**src/rtl/xif_result_arbiter.sv**
```systemverilog
// xif_result_arbiter
// Round-robin arbiter that funnels coprocessor results from NUM_REQ
// requesters into a single registered X-interface result channel.
// The output stage is one register whose valid bit doubles as its
// full/empty flag; a new result may load in the same cycle the core
// drains the previous one, so throughput is one result per cycle.

module xif_result_arbiter #(
  parameter int NUM_REQ  = 2,
  parameter int ID_WIDTH = 4,
  localparam int SRC_W   = (NUM_REQ > 1) ? $clog2(NUM_REQ) : 1
) (
  input  logic                               clk_i,
  input  logic                               rst_ni,

  input  logic [NUM_REQ-1:0]                 req_valid_i,
  output logic [NUM_REQ-1:0]                 req_ready_o,
  input  logic [NUM_REQ-1:0][ID_WIDTH-1:0]   req_id_i,
  input  logic [NUM_REQ-1:0][31:0]           req_data_i,
  input  logic [NUM_REQ-1:0][4:0]            req_rd_i,
  input  logic [NUM_REQ-1:0][2:0]            req_flags_i,
  input  logic [NUM_REQ-1:0][5:0]            req_exccode_i,

  output logic                               x_result_valid_o,
  input  logic                               x_result_ready_i,
  output logic [ID_WIDTH-1:0]                x_result_id_o,
  output logic [31:0]                        x_result_data_o,
  output logic [4:0]                         x_result_rd_o,
  output logic [2:0]                         x_result_flags_o,
  output logic [5:0]                         x_result_exccode_o,
  output logic [SRC_W-1:0]                   x_result_src_o
);

  logic [SRC_W-1:0] rr_q;
  logic             can_load;
  logic             grant_found;
  logic [SRC_W-1:0] grant_idx;
  logic             do_grant;
  logic [SRC_W-1:0] rr_next;
  int               scan_idx;

  // The output register can accept a new result when it is empty or being drained this cycle.
  assign can_load = !x_result_valid_o || x_result_ready_i;

  // Search for the first valid requester starting at rr_q and wrapping around.
  always_comb begin
    grant_found = 1'b0;
    grant_idx   = '0;
    scan_idx    = 0;
    for (int k = 0; k < NUM_REQ; k++) begin
      scan_idx = int'(rr_q) + k;
      if (scan_idx >= NUM_REQ) begin
        scan_idx = scan_idx - NUM_REQ;
      end
      if (!grant_found && req_valid_i[scan_idx]) begin
        grant_found = 1'b1;
        grant_idx   = SRC_W'(scan_idx);
      end
    end
  end

  // A grant only happens out of reset; this also keeps req_ready_o low while rst_ni is asserted.
  assign do_grant = rst_ni && can_load && grant_found;

  // One-hot ready back to the winning requester, in the same cycle as the grant.
  always_comb begin
    req_ready_o = '0;
    if (do_grant) begin
      req_ready_o = NUM_REQ'(1) << grant_idx;
    end
  end

  // Pointer moves to just past the winner so every requester gets its turn.
  always_comb begin
    rr_next = grant_idx + SRC_W'(1);
    if (grant_idx == SRC_W'(NUM_REQ - 1)) begin
      rr_next = '0;
    end
  end

  // Output register and round-robin pointer; fields keep their last value when the register empties.
  always_ff @(posedge clk_i or negedge rst_ni) begin
    if (!rst_ni) begin
      x_result_valid_o   <= 1'b0;
      x_result_id_o      <= '0;
      x_result_data_o    <= '0;
      x_result_rd_o      <= '0;
      x_result_flags_o   <= '0;
      x_result_exccode_o <= '0;
      x_result_src_o     <= '0;
      rr_q               <= '0;
    end else if (do_grant) begin
      x_result_valid_o   <= 1'b1;
      x_result_id_o      <= req_id_i[grant_idx];
      x_result_data_o    <= req_data_i[grant_idx];
      x_result_rd_o      <= req_rd_i[grant_idx];
      x_result_flags_o   <= req_flags_i[grant_idx];
      x_result_exccode_o <= req_exccode_i[grant_idx];
      x_result_src_o     <= grant_idx;
      rr_q               <= rr_next;
    end else if (x_result_valid_o && x_result_ready_i) begin
      x_result_valid_o   <= 1'b0;
    end
  end

endmodule

```
**config.mk**
```make
export PLATFORM = sky130hd
export DESIGN_NAME = xif_result_arbiter
export DESIGN_NICKNAME = d
export VERILOG_FILES = /design/src/rtl/xif_result_arbiter.sv
export SDC_FILE = /design/constraint.sdc
export NUM_CORES = 1
export LEC_CHECK = 0
export CORE_MARGIN = 10
export CORE_UTILIZATION = 34
export CTS_CLUSTER_SIZE = 25
export DETAILED_ROUTE_END_ITERATION = 8
export HOLD_SLACK_MARGIN = 0.12
export PLACE_DENSITY = 0.76
export SYNTH_ARGS = -nofsm -noshare
export SYNTH_HDL_FRONTEND = slang
export SYNTH_SLANG_ARGS = --single-unit
```
**constraint.sdc**
```tcl
create_clock -name clk_i -period 1.45 [get_ports clk_i]
set_input_delay 0.2175 -clock clk_i [delete_from_list [all_inputs] [get_ports clk_i]]
set_output_delay 0.2175 -clock clk_i [all_outputs]
set_load 0.03 [all_outputs]
```
==> impl_metrics.yaml, run 1 <==
route:
  totalWireLength_mm: 11.5
  initialDrtViolationCount: 119
  detail_routed_net_length_per_standard_cell_um: 22.4
  num_vias: 2892
  detail_route.drc_violations: 0
  ant_nets: 0
  dr.pass1.iters: 4
  dr_vias_cell: 5.65
floorplan:
  floorplan.rows: 32
  floorplan.initialDensity_pct: 35.1
  dieHeight_um: 109
  design.portCount: 159
  die_x_extent_um: 109
  core_area_um2: 7730
  die-area_um2: 12000
global_routing:
  globalRoute.totalOverflow: 0
  grt_max_degree: 33
  antenna_violations_before_repair: 0
  grtUsageTotal_pct: 17.9
  first_pass_grt_wire_length_mm: 17.1
  grt_pass1_vias: 3089
cells_and_area:
  synthToLayoutAreaGrowth_pct: 90.1
  multi_input_combinational_cell_area_um2: 1610
  most-common-layout-cells: "101 x clkdlybuf4s50_1, 53 x dlygate4sd2_1, 52 x dfrtp_1"
  final_common_cell: "clkdlybuf4s50_1"
  antennaDiodeCount: 0
  final_nets: 514
  fill_cells: 607
  final_layout_size_suffix_gt1_share_pct: 21.5
  seq_area_um2: 1330
clocking:
  tritoncts_clock_tree: "built"
  number_of_clock_buffers_inserted_by_tritoncts: 5
  insertion_delay_ps: 300
  htree_num_levels: 2
  cts-root-buf: "clkbuf_8"
  worst_setup_hold_path_clk_slew_ps: 90
  clockBufferDepth: 2
  cts_sinks: 53
sta:
  hold_viol: 0
  timing_max_transition_violations_final: 0
  grt_setup_unrepaired: "true"
  count_of_final_setup_violators: 51
  tightest_slew_ps: 937
  setup_tns_ps: -5990
  setup_slack_ps: -210
  max_clock_freq_mhz: 603
  layout_min_cycle_time_ps: 1660
  maxSlewHeadroom_pct: 37.5
  finalClockSkew_ps: 12.5
  fin_hold_ws_ps: 414
  post-route-period-util_pct: 114
critical_path:
  critPathMaxFanout: 2
  cp-startpoint: "x_result_valid_o$_DFFE_PN0P_"
  regToRegEndpoint: "x_result_data_o[29]$_DFFE_PN0P_"
  reg2reg_depth: 6
  critical_path_required_ps: 1230
  worst_setup_path_start_kind: "register"
  worst-setup-path-type: "reg -> out"
  cp.arrival_ps: 1440
  r2r-start: "x_result_valid_o$_DFFE_PN0P_"
  end_kind: "output port"
  reg2reg_slack_ps: -170
logic_synthesis:
  synth.yosys.seq_area_share_pct: 48.9
  synth-seq-cells: 53
  synthesis.yosys.warnings: 0
  netlist.area_leader.share_pct: 48.9
  syn-cell-area_um2: 2710
  synth.distinct_cells: 16
  yosys-top-cells-area: "dfrtp_1 49%, a221o_1 18%, nor4b_1 16%, nand2_1 7.1%, clkbuf_1 3.5%"
  largest_area_contributor_in_the_netlist: "dfrtp_1"
  post_synth_inst_count: 248
  synthesis.nets: 353
  syn_avg_cell_area_um2: 10.9
placement:
  dpl.hpwl_mm: 7.65
  numPortBuffers: 158
  place_congestion: 0.787
worst_hold_path:
  hold-path-endpoint: "x_result_valid_o$_DFFE_PN0P_"
  hold_start: "x_result_ready_i"
  worst_hold_path.num_cells: 3
  hold_path.class: "in -> reg"
power_and_ir_drop:
  report.power.total_mw: 5.37
  leakage_power_nw: 2.18
  vdd_ir_drop_max_mv: 0.440
  power_per_cell_area_nw_per_um2: 1040
outcome:
  run_status: "complete, but fails checks"
  failed_checks: "negative setup slack"
flow_run:
  max-cap-violations: 0
==> layout make-up <==
cell class	count	share of cell area (%)
Timing Repair Buffer	189	38.3
Sequential cell	53	25.7
Clock inverter	2	0.728
Inverter	1	0.0728
Tap cell	102	2.47
Multi-Input combinational cell	159	31.1
Clock buffer	6	1.60
==> critical path: stages (launching register included) <==
cell and delay (ps):
dfrtp_2 410, nor2b_4 130, buf_12 120, nor4bb_4 300, buf_6 180
==> where the power goes <==
part	switching [mW]	leakage, nW	internal (mW)
Sequential	0.184	0.654	1.78
Clock	0.503	0.0574	0.562
Combinational	1.31	1.47	1.04
==> layer usage <==
layer / GRT usage [%] / part of all wire (%) / up-vias
met3: 5.50 / 8.4 / 14
met2: 29.3 / 50 / 132
li1: - / - / 1297
met5: 0 / 0 / -
met4: 5.02 / 1.9 / 0
met1: 22.2 / 40 / 1449
==> synthesized netlist by cell type <==
cell and count:
buf_6 6, nor2b_1 1, nand2_1 51, and4b_1 1
clkbuf_1 25, nor4bb_1 1, nor4b_1 50, dfrtp_1 53
buf_4 1, inv_1 1, a221o_1 50, o221ai_2 1
nor2b_2 1, o21ai_1 1, a21o_1 2, buf_2 3
==> registers in the layout (all words and copies together), names as in the netlist <==
register / cells
rr_q: 1
x_result_data_o: 32
x_result_rd_o: 5
x_result_flags_o: 3
x_result_valid_o: 1
x_result_exccode_o: 6
x_result_src_o: 1
x_result_id_o: 4
==> logic make-up (layout without fill, tap and decap cells) <==
logic type	after synthesis	count (layout)	synth area share, %
and+or+nand+nor	105	105	24.5
AOI/OAI and AO/OA	54	54	19.7
DFF	53	53	48.9
buffers and inverters	36	198	6.92
==> worst max path at each step <==
| stage | endpoint | slack (ps) |
|---|---|---|
| after floorplan | x_result_exccode_o[2]$_DFFE_PN0P_ | -170 |
| after global placement | req_ready_o[1] | -320 |
| after detailed placement | x_result_data_o[25]$_DFFE_PN0P_ | -360 |
| after CTS | req_ready_o[1] | -230 |
| after global routing | req_ready_o[1] | -270 |
| final | req_ready_o[1] | -210 |
==> metrics by stage <==
step | util [%] | instances | instance area, um2 | setup WS, ps
2_1_floorplan | - | 248 | 2740 | -169
3_3_place_gp | 58.6 | 493 | 4530 | -323
3_5_place_dp | 58.6 | 493 | 4530 | -360
4_1_cts | 64.3 | 510 | 4970 | -226
5_1_grt | 66.8 | 512 | 5160 | -272
6_report | 66.8 | 512 | 5160 | -210
==> what timing repair did <==
action,CTS,global route
endpoints found under the hold margin,53,0
setup endpoints to repair,78,91
pin swaps,1,0
resized for setup,101,20
gates cloned,1,2
setup buffers,3,0
hold buffers,5,0
Power figures use the tool's default switching activity.
==> inputs of run 2 (changes only) <==
--- a/config.mk
+++ b/config.mk
@@ -5,12 +5,14 @@
 export SDC_FILE = /design/constraint.sdc
 export NUM_CORES = 1
 export LEC_CHECK = 0
+export CELL_PAD_IN_SITES_DETAIL_PLACEMENT = 1
+export CELL_PAD_IN_SITES_GLOBAL_PLACEMENT = 2
 export CORE_MARGIN = 10
-export CORE_UTILIZATION = 34
+export CORE_UTILIZATION = 19
 export CTS_CLUSTER_SIZE = 25
 export DETAILED_ROUTE_END_ITERATION = 8
 export HOLD_SLACK_MARGIN = 0.12
-export PLACE_DENSITY = 0.76
+export PLACE_DENSITY_LB_ADDON = 0.1
 export SYNTH_ARGS = -nofsm -noshare
 export SYNTH_HDL_FRONTEND = slang
 export SYNTH_SLANG_ARGS = --single-unit
==> run 2 against run 1 <==
  * Clock power increased by 23%
  * Worst hold slack got worse by 0.68 ps
  * Final area decreased by 0.15%
  * The flow still finishes with violations (negative setup slack)
  * Largest power group unchanged
==> impl_metrics.yaml, run 2 (synthesis results as in run 1) <==
sta:
  finalClockSkew_ps: 4.47
  count_of_final_setup_violators: 52
  timing_max_transition_violations_final: 0
  hold_viol: 0
  setup_tns_ps: -5210
  grt_setup_unrepaired: "true"
  post-route-period-util_pct: 116
  tightest_slew_ps: 905
  max_clock_freq_mhz: 594
  layout_min_cycle_time_ps: 1680
  setup_slack_ps: -233
  maxSlewHeadroom_pct: 39.7
route:
  maxUsedRoutingLayer: "met4"
  totalWireLength_mm: 13.7
  route.met3.wl_mm: 1.12
  detail_route.drc_violations: 0
  ant_nets: 0
  initialDrtViolationCount: 153
  met2_length_mm: 6.21
  detail_routed_net_length_per_standard_cell_um: 22.9
  dr_vias_cell: 4.85
  dr.pass1.iters: 5
  num_vias: 2904
  routedLengthMet1_mm: 6.20
placement:
  numPortBuffers: 158
  dpl.hpwl_mm: 8.89
  place.detailed.instances: 575
  placed_cell_area_um2: 4650
  place_congestion: 0.706
power_and_ir_drop:
  power_per_cell_area_nw_per_um2: 1080
  leakage_power_nw: 2.17
  vdd_ir_drop_max_mv: 0.424
cells_and_area:
  final_layout_size_suffix_gt1_share_pct: 17.9
  max_ffs_per_register: 32
  final_common_cell: "clkdlybuf4s50_1"
  final_nets: 523
  antennaDiodeCount: 0
  fill_cells: 1537
  synthToLayoutAreaGrowth_pct: 89.8
  registers.top_by_ff_count: "x_result_data_o"
  largest_registers: "x_result_data_o x32, x_result_exccode_o x6, x_result_rd_o x5"
  final_cells: 599
  fin_area_um2: 5150
  most-common-layout-cells: "101 x clkdlybuf4s50_1, 52 x dlygate4sd2_1, 52 x dfrtp_1"
clocking:
  cts-root-buf: "clkbuf_16"
  tritoncts_clock_tree: "built"
  worst_setup_hold_path_clk_slew_ps: 80
  htree_num_levels: 2
  cts_sinks: 53
  number_of_clock_buffers_inserted_by_tritoncts: 5
  insertion_delay_ps: 310
  clockBufferDepth: 2
global_routing:
  grtUsageTotal_pct: 13.4
  antenna_violations_before_repair: 0
  grt_max_degree: 43
  grt_pass1_vias: 3298
  first_pass_grt_wire_length_mm: 20.9
  globalRoute.totalOverflow: 0
outcome:
  run_status: "complete, but fails checks"
  failed_checks: "negative setup slack"
critical_path:
  worst_setup_path_start_kind: "register"
  end_kind: "output port"
  cp.arrival_ps: 1470
  critPathMaxFanout: 3
  critical_path_required_ps: 1230
  worst-setup-path-type: "reg -> out"
floorplan:
  dieHeight_um: 140
  floorplan.rows: 43
  floorplan.initialDensity_pct: 19.5
  core_area_um2: 13900
  design.portCount: 159
  die_x_extent_um: 140
  die-area_um2: 19500
worst_hold_path:
  hold_path.class: "in -> async"
flow_run:
  max-cap-violations: 0
run 2: changes by cell type in the layout (fill, tap and decap cells not counted), sizes merged:
cell / delta
dlygate4sd2: -1
dlymetal6s4s: -1
buf: +10
clkinvlp: -1
clkbuf: +3
bufinv: -1
run 2: cell type report:
class / instances / area (um2) / area share (%)
Clock buffer: 8 / 146 / 2.84
Sequential cell: 53 / 1330 / 25.8
Multi-Input combinational cell: 159 / 1370 / 26.7
Timing Repair Buffer: 198 / 2070 / 40.2
Inverter: 1 / 6.26 / 0.121
Tap cell: 180 / 225 / 4.37
run 2: power by group:
part,leakage [nW],internal [mW],switching [mW],total (mW)
Clock,0.0712,0.693,0.609,1.30
Combinational,1.44,1.03,1.29,2.32
Sequential,0.654,1.78,0.171,1.95
run 2: what timing repair did:
item	in CTS	in global routing
pin swaps	3	4
endpoints found under the hold margin	53	0
hold buffers	4	0
cloned	4	3
gates resized for setup	78	22
endpoints found under the setup margin	103	72
buffers inserted	7	3
run 2: per-layer routing:
metal	vias to the layer above	global-route usage [%]
li1	1315	-
met1	1467	17.4
met2	114	20.6
met3	8	4.49
met4	0	3.95
met5	-	0
run 2: path summary, 6_finish.rpt:
path / start / end / slack, ps / cells past startpoint
setup / recovery: x_result_valid_o$_DFFE_PN0P_ / req_ready_o[0] / -230 / 4
hold / removal: rst_ni / x_result_src_o$_DFFE_PN0P_ / 410 / 3
setup reg to reg: x_result_valid_o$_DFFE_PN0P_ / x_result_flags_o[2]$_DFFE_PN0P_ / -130 / 5
hold reg to reg: x_result_src_o$_DFFE_PN0P_ / x_result_src_o$_DFFE_PN0P_ / 490 / 1
max in group asynchronous: rst_ni / x_result_valid_o$_DFFE_PN0P_ / 430 / 3
min in group clk_i: x_result_ready_i / x_result_valid_o$_DFFE_PN0P_ / 420 / 3
run 2: critical path, stage by stage, from the launching register on:
cell and delay, ps:
dfrtp_2 410, nor2b_4 140, and4b_2 360, buf_12 130, buf_8 110
run 2: per-stage QoR:
step           utilization [%]  setup WS [ps]  hold slack, ps  power [mW]
2_1_floorplan                -           -169           -78.1        3.13
5_1_grt                   37.0           -296             450        5.90
3_3_place_gp              33.3           -363             223        4.35
4_1_cts                   36.3           -249             414        5.64
6_report                  37.0           -233             413        5.57
3_5_place_dp              33.3           -428             232        4.36
==> inputs of run 3 (changes only) <==
--- a/config.mk
+++ b/config.mk
@@ -5,6 +5,7 @@
 export SDC_FILE = /design/constraint.sdc
 export NUM_CORES = 1
 export LEC_CHECK = 0
+export CAP_MARGIN = 20
 export CELL_PAD_IN_SITES_DETAIL_PLACEMENT = 1
 export CELL_PAD_IN_SITES_GLOBAL_PLACEMENT = 2
 export CORE_MARGIN = 10
@@ -12,7 +13,7 @@
 export CTS_CLUSTER_SIZE = 25
 export DETAILED_ROUTE_END_ITERATION = 8
 export HOLD_SLACK_MARGIN = 0.12
-export PLACE_DENSITY_LB_ADDON = 0.1
+export PLACE_DENSITY = 0.79
 export SYNTH_ARGS = -nofsm -noshare
 export SYNTH_HDL_FRONTEND = slang
 export SYNTH_SLANG_ARGS = --single-unit
==> run 3 against run 2 <==
  * The run still ends with negative setup slack left
  * Non-clock buffer count is 3 lower
  * Clock-buffer cell count is 3 lower
  * Worst setup slack worse by 34 ps
  * Clock power is 9% higher
  * Utilization is 2.0 points higher
  * Worst hold slack better by 18 ps
  * Die area stayed put
  * Clock skew is 0.92 ps higher
  * Sequential share of layout area is 1.3 points lower
  * Cell count is 0.33% lower
  * Sequential power hardly changed
  * Combinational power is 5% higher
==> impl_metrics.yaml, run 3 (synthesis results as in run 1) <==
sta:
  finalClockSkew_ps: 5.39
  timing_max_transition_violations_final: 0
  grt_setup_unrepaired: "true"
  maxSlewHeadroom_pct: 76.3
  tightest_slew_ps: 357
  count_of_final_setup_violators: 53
  fin_hold_ws_ps: 431
  max_clock_freq_mhz: 582
  setup_slack_ps: -268
  layout_min_cycle_time_ps: 1720
  post-route-period-util_pct: 118
  setup_tns_ps: -5290
  hold_viol: 0
power_and_ir_drop:
  report.power.total_mw: 5.82
  vdd_ir_drop_max_mv: 0.519
  leakage_power_nw: 2.25
  power_per_cell_area_nw_per_um2: 1070
  combPwrFrac_pct: 41.9
  power.clock.fraction_pct: 24.4
  internal-power_mw: 3.69
  power_switching_mw: 2.13
  swShare_pct: 36.6
  sequentialPowerShare_pct: 33.7
route:
  totalWireLength_mm: 13.3
  ant_nets: 0
  detail_routed_net_length_per_standard_cell_um: 22.2
  detail_route.drc_violations: 0
  dr_vias_cell: 4.88
  initialDrtViolationCount: 76
  num_vias: 2915
  dr.pass1.iters: 4
clocking:
  cts-root-buf: "clkbuf_16"
  cts_sinks: 53
  worst_setup_hold_path_clk_slew_ps: 70
  htree_num_levels: 2
  tritoncts_clock_tree: "built"
  clockBufferDepth: 2
  number_of_clock_buffers_inserted_by_tritoncts: 5
  insertion_delay_ps: 310
cells_and_area:
  fill_cells: 1517
  most-common-layout-cells: "101 x clkdlybuf4s50_1, 52 x dlygate4sd2_1, 52 x dfrtp_1"
  final_common_cell: "clkdlybuf4s50_1"
  registers.top_by_ff_count: "x_result_data_o"
  fin_area_um2: 5430
  synthToLayoutAreaGrowth_pct: 100
  post-route-util_pct: 39.0
  max_ffs_per_register: 32
  final_nets: 520
  final_layout_size_suffix_gt1_share_pct: 22.1
  largest_registers: "x_result_data_o x32, x_result_exccode_o x6, x_result_rd_o x5"
floorplan:
  core_area_um2: 13900
  design.portCount: 159
  floorplan.rows: 43
  floorplan.initialDensity_pct: 19.5
  dieHeight_um: 140
  die-area_um2: 19500
  die_x_extent_um: 140
global_routing:
  grt_pass1_vias: 3284
  globalRoute.totalOverflow: 0
  grtUsageTotal_pct: 12.7
  first_pass_grt_wire_length_mm: 20.0
  grt_max_degree: 57
  antenna_violations_before_repair: 1
placement:
  place_congestion: 0.751
  numPortBuffers: 158
  placed_cell_area_um2: 4620
  dpl.hpwl_mm: 8.83
critical_path:
  worst-setup-path-type: "reg -> out"
  worst_setup_path_start_kind: "register"
  cp.arrival_ps: 1500
  end_kind: "output port"
  critical_path_required_ps: 1230
  critPathMaxFanout: 3
flow_run:
  max-cap-violations: 0
worst_hold_path:
  hold_path.class: "in -> reg"
outcome:
  run_status: "complete, but fails checks"
  failed_checks: "negative setup slack"
==> run 3: changes by cell type in the layout (fill, tap and decap cells not counted), moves of 2 or more <==
| cell | delta |
|---|---|
| clkbuf_16 | +2 |
| buf_4 | -8 |
| nor4b_1 | -18 |
| clkbuf_1 | -2 |
| nor4b_4 | +11 |
| nor4b_2 | +7 |
| buf_12 | +6 |
| buf_16 | -2 |
==> run 3: area by class of cell <==
type / instances / area [um2] / area share, %
Antenna cell: 1 / 2.50 / 0.0461
Clock buffer: 5 / 125 / 2.30
Clock inverter: 3 / 46.3 / 0.852
Inverter: 1 / 3.75 / 0.0691
Multi-Input combinational cell: 159 / 1580 / 29.1
Sequential cell: 53 / 1330 / 24.4
Tap cell: 180 / 225 / 4.15
Timing Repair Buffer: 195 / 2120 / 39.0
==> run 3: worst paths after layout <==
| path | startpoint | to | slack, ps | cells past startpoint |
|---|---|---|---|---|
| setup reg to reg | x_result_valid_o$_DFFE_PN0P_ | x_result_rd_o[0]$_DFFE_PN0P_ | -190 | 6 |
| max in group asynchronous | rst_ni | x_result_valid_o$_DFFE_PN0P_ | 630 | 4 |
| setup / recovery | x_result_valid_o$_DFFE_PN0P_ | req_ready_o[1] | -270 | 4 |
| hold / removal | x_result_ready_i | x_result_valid_o$_DFFE_PN0P_ | 430 | 3 |
| hold reg to reg | x_result_src_o$_DFFE_PN0P_ | x_result_src_o$_DFFE_PN0P_ | 470 | 1 |
| min in group asynchronous | rst_ni | x_result_rd_o[3]$_DFFE_PN0P_ | 500 | 3 |
==> run 3: stage by stage <==
stage,cells,worst slack [ps]
detailed placement,571,-371
floorplan,248,-169
global route,596,-321
CTS,589,-261
global placement,571,-328
finish,597,-268
==> run 3: power groups by stage <==
stage                     registers, mW  clock network [mW]  logic [mW]
after floorplan                    2.56                   0       0.574
after global placement             1.99                   0        2.35
after detailed placement           1.98                   0        2.38
after CTS                          1.96                1.45        2.31
after global routing               2.00                1.51        2.60
final                              1.96                1.42        2.44
==> run 3: critical path: stages (launching register included) <==
cell and delay (ps):
dfrtp_2 410, nor2b_4 140, buf_6 120, nor4bb_4 350, buf_6 180
==> run 3: routing by layer <==
metal	wire length (um)	part of all wire, %	global-route usage, %	vias to the layer above
met2	6240	47	20.0	121
met3	1180	8.9	5.51	12
met1	5710	43	16.0	1463
met5	0	0	0	-
met4	123	0.93	2.25	0
li1	-	-	-	1319
==> run 3: what timing repair did <==
item | in CTS | in global routing
setup endpoints to repair | 75 | 52
setup buffers | 4 | 7
cloned | 3 | 4
resized for setup | 88 | 48
pin swaps | 2 | 13
hold buffers | 3 | 0
hold endpoints to repair | 53 | 0
